--- config.mk ---
export PLATFORM = sky130hd
export DESIGN_NAME = lockout_timer
export DESIGN_NICKNAME = d
export VERILOG_FILES = /design/src/rtl/passcode_checker_lockout_timer.sv
export SDC_FILE = /design/constraint.sdc
export NUM_CORES = 1
export LEC_CHECK = 0
export BUFFER_PORTS_ARGS = -buffer_cell sky130_fd_sc_hd__buf_2
export CORE_MARGIN = 5
export CORE_UTILIZATION = 30
export CTS_CLUSTER_DIAMETER = 30
export DETAILED_ROUTE_END_ITERATION = 6
export SLEW_MARGIN = 15
export SYNTH_ARGS = -nofsm -noshare
export SYNTH_HDL_FRONTEND = slang
export SYNTH_SLANG_ARGS = --single-unit
--- constraint.sdc ---
create_clock -name clock -period 2.8 [get_ports clock]
set_input_delay 0.14 -clock clock [delete_from_list [all_inputs] [get_ports clock]]
set_output_delay 0.14 -clock clock [all_outputs]
set_load 0.01 [all_outputs]
--- src/rtl/passcode_checker_lockout_timer.sv ---
// Loadable down-counter; done pulses for one cycle when the count reaches its last step.
module lockout_timer #(
    parameter int unsigned LOCKOUT_CYCLES = 50_000_000
) (
    input  logic reset,
    input  logic clock,
    input  logic start,
    output logic done
);
    localparam int unsigned TW = $clog2(LOCKOUT_CYCLES + 1);

    logic [TW-1:0] count;

    always_ff @(posedge clock or negedge reset) begin
        if (!reset) begin
            count <= '0;
        end else if (start) begin
            count <= TW'(LOCKOUT_CYCLES);
        end else if (count != '0) begin
            count <= count - TW'(1);
        end
    end

    // Loaded on the entry edge, so firing at 1 gives exactly LOCKOUT_CYCLES cycles in LOCKOUT
    assign done = (count == TW'(1));

endmodule

==> key figures <==
Status
  • Status: complete, no violations

Worst setup path
  • Worst Setup End Kind: flop
  • Req. time, crit path: 2.96 ns
  • Startpoint types: flop
  • Delay-heaviest family, CP: compound AO/OA/AOI/OAI gates
  • Worst r2r path cells: 7
  • Crit path DAT: 2.46 ns
  • CP max stage cell: dfrtp_1
  • Worst R2R Start: count[0]$_DFFE_PN0P_
  • Crit Path Category: reg -> reg
  • WP buf/inv: 1
  • Worst path max stage delay: 0.45 ns
  • Crit path max fanout: 10
  • Reg2reg end: count[15]$_DFFE_PN0P_
  • CP Cell Sequence: inv_1, ha_1, nor4b_1, and4_1, a211o_1, o31a_1, or3_1
  • Reg2Reg Setup Slack: 0.50 ns

Placement
  • Post-placement cell area: 1570 sq um
  • DP Worst Slack: 0.522 ns
  • DP Wirelength: 1.92 mm
  • Number of port buffers: 3
  • Final GP Congestion: 0.752

Global routing
  • Largest net degree at the start of global routing: 31
  • GRT overflow: 0
  • Number of global-route vias before repair: 1,140
  • Initial antenna violation count: 0
  • First-pass GRT wire length: 5.42 mm
  • Total GRT Usage: 10.5%

Yosys
  • #FFs+latches synth: 26
  • Mapped cell area: 1500 sq um
  • Post-synth EDFFs: 0
  • Count of cell types in the netlist: 40
  • Area share of the largest cell type after synthesis: 43.5%
  • Post-synth top area cell: dfrtp_1
  • Post-Synthesis Cells: 152
  • Synthesized area per cell: 9.84 sq um
  • Post-synth ARST share: 100%
  • Main synth FF type: dfrtp_1
  • Fraction of the yosys area taken by sequential cells: 43.5%
  • Synth warn: 0
  • Syn nets: 157
  • Area contributors post-synth: dfrtp_1 43%, xnor2_1 8.2%, nor2_1 4.8%, a21oi_1 3.7%, nand2b_1 2.9%

Power
  • Worst VDD drop: 222 uV
  • Net Sw Power: 254 uW
  • P_leak: 0.000577 uW
  • Switching share of power: 27.2%
  • Power density over the cells: 565 nW/um^2
  • Sequential Power Share: 48.1%
  • Internal power: 680 uW
  • Clk network pwr share: 32.9%
  • Combinational Power Share: 19.0%

Clocking
  • Num CTS Buffers: 3
  • CTS root buffer: clkbuf_8
  • CTS tree: done
  • CTS max path bufs: 2
  • Clock-pin slew on the worst setup and hold paths: 0.09 ns
  • # H-tree levels: 1
  • Clock sinks: 26
  • Clk_lat worst skew: 0.27 ns

Route
  • Vias after detailed routing: 1,096
  • DR DRC count: 0
  • DRT antenna net count: 0
  • Final wirelength: 2.83 mm
  • Initial DRC count: 38
  • First-pass iteration count of the detailed router: 4
  • Avg WL per Cell: 12.7 um
  • DR vias/cell: 4.94

Timing
  • Headroom to the max-slew limit: 61.1%
  • Final setup vio count: 0
  • Worst Skew: 0.00959 ns
  • RSZ-0062 raised after global routing: no
  • Final setup margin: 0.501 ns
  • Measured slew at the worst slew-check pin: 0.580 ns
  • Slew Limit Fails: 0
  • Final Hold Viols: 0
  • Min cycle time layout: 2.30 ns
  • Fmax: 435 MHz
  • Final critical-path share of the clock period: 82.1%
  • Setup TNS: 0 ns

Layout
  • Final Net Count: 161
  • FILL cells: 490
  • Sequential Area: 651 sq um
  • Most frequent cells in the layout: 26 x dfrtp_1, 19 x nor2_1, 14 x xnor2_1, 11 x a21oi_1, 7 x nand2b_1
  • Most common cell after layout, fill and taps aside: dfrtp_1
  • Multi-input logic area: 801 sq um
  • P&R area growth vs syn: 10.5%
  • Biggest register: count
  • Largest regs: count x26
  • Diode count: 0
  • Final design area excluding fillers: 1650 sq um
  • Share of cells above drive strength 1: 10.3%
  • Flip-flop count of the largest register after layout: 26

Die
  • Die area: 6500 sq um
  • Die height: 80.6 um
  • Initial Util: 31.3%
  • Die Wd: 80.6 um
  • Row Count: 25
  • CORE AREA: 4790 sq um
  • IO Count: 4

Run
  • Max_cap viols: 0

Min path
  • Worst hold path class: in -> reg
  • Hold path startpoint: start
  • Hold path endpoint: count[24]$_DFFE_PN0P_
  • WHS Path Cells: 2
[per-stage QoR]
| step | hold WS (ns) | util (%) | total power (uW) | std cells |
|---|---|---|---|---|
| 3_5_place_dp | 0.177 | 32.9 | 634 | 217 |
| 2_1_floorplan | -0.156 | - | 592 | 152 |
| 3_3_place_gp | 0.174 | 32.9 | 633 | 217 |
| 4_1_cts | 0.318 | 34.6 | 952 | 222 |
| 6_report | 0.319 | 34.6 | 935 | 222 |
| 5_1_grt | 0.354 | 34.6 | 1000 | 222 |
[synth_stat cells, types with 3 or more instances]
master / count
nand2_1: 4
nor2_1: 19
nand3_1: 3
nand2b_1: 7
xnor2_1: 14
nor4_1: 4
a21oi_1: 11
buf_4: 3
o21ai_0: 3
clkbuf_1: 4
mux2i_1: 4
nor2b_1: 4
or3_1: 4
dfrtp_1: 26
nor3_1: 4
[how the worst max path moves through the flow]
stage,startpoint,slack (ns),end,cells past startpoint
floorplan,count[0]$_DFFE_PN0P_,0.65,count[15]$_DFFE_PN0P_,8
global placement,count[0]$_DFFE_PN0P_,0.59,count[15]$_DFFE_PN0P_,7
detailed placement,count[0]$_DFFE_PN0P_,0.52,count[15]$_DFFE_PN0P_,7
CTS,count[0]$_DFFE_PN0P_,0.51,count[15]$_DFFE_PN0P_,7
global route,count[1]$_DFFE_PN0P_,0.36,count[15]$_DFFE_PN0P_,7
finish,count[0]$_DFFE_PN0P_,0.50,count[15]$_DFFE_PN0P_,7
[power groups by stage]
stage	sequential, uW	clock [uW]	combinational, uW
after floorplan	448	0	144
after global placement	458	0	175
after detailed placement	457	0	176
after CTS	450	323	179
after global routing	456	335	210
final	449	308	177
[repair_timing]
| action | CTS | global route |
|---|---|---|
| hold endpoints to repair | 26 | 0 |
| hold buffers | 1 | 0 |
| setup buffers | 0 | 0 |
| gates resized for setup | 0 | 0 |
[layer usage]
| layer | routed length (um) | vias up | track usage, % |
|---|---|---|---|
| li1 | - | 557 | - |
| met3 | 26 | 5 | 0.673 |
| met2 | 1290 | 8 | 15.9 |
| met1 | 1440 | 526 | 14.9 |
| met4 | 64 | 0 | 5.07 |
| met5 | 0 | - | 0 |
[area by class of cell]
cell class                 count  area share [%]
inverter                       2           0.454
multi-input combinational    117            48.4
sequential                    26            39.3
timing repair buffer           6            2.42
tap                           67            5.07
clock inverter                 1            1.82
clock buffer                   3            2.50
[cells by family after synthesis]
kind of cell	after synthesis	share of synthesized area, %
flops	26	43.5
mux	4	2.68
compound gates	22	8.95
xor+xnor	15	8.78
fa+ha+maj	2	1.67
buf+inv	9	3.01
simple gates	74	31.4
No activity file was read; power rests on OpenSTA's default activity.
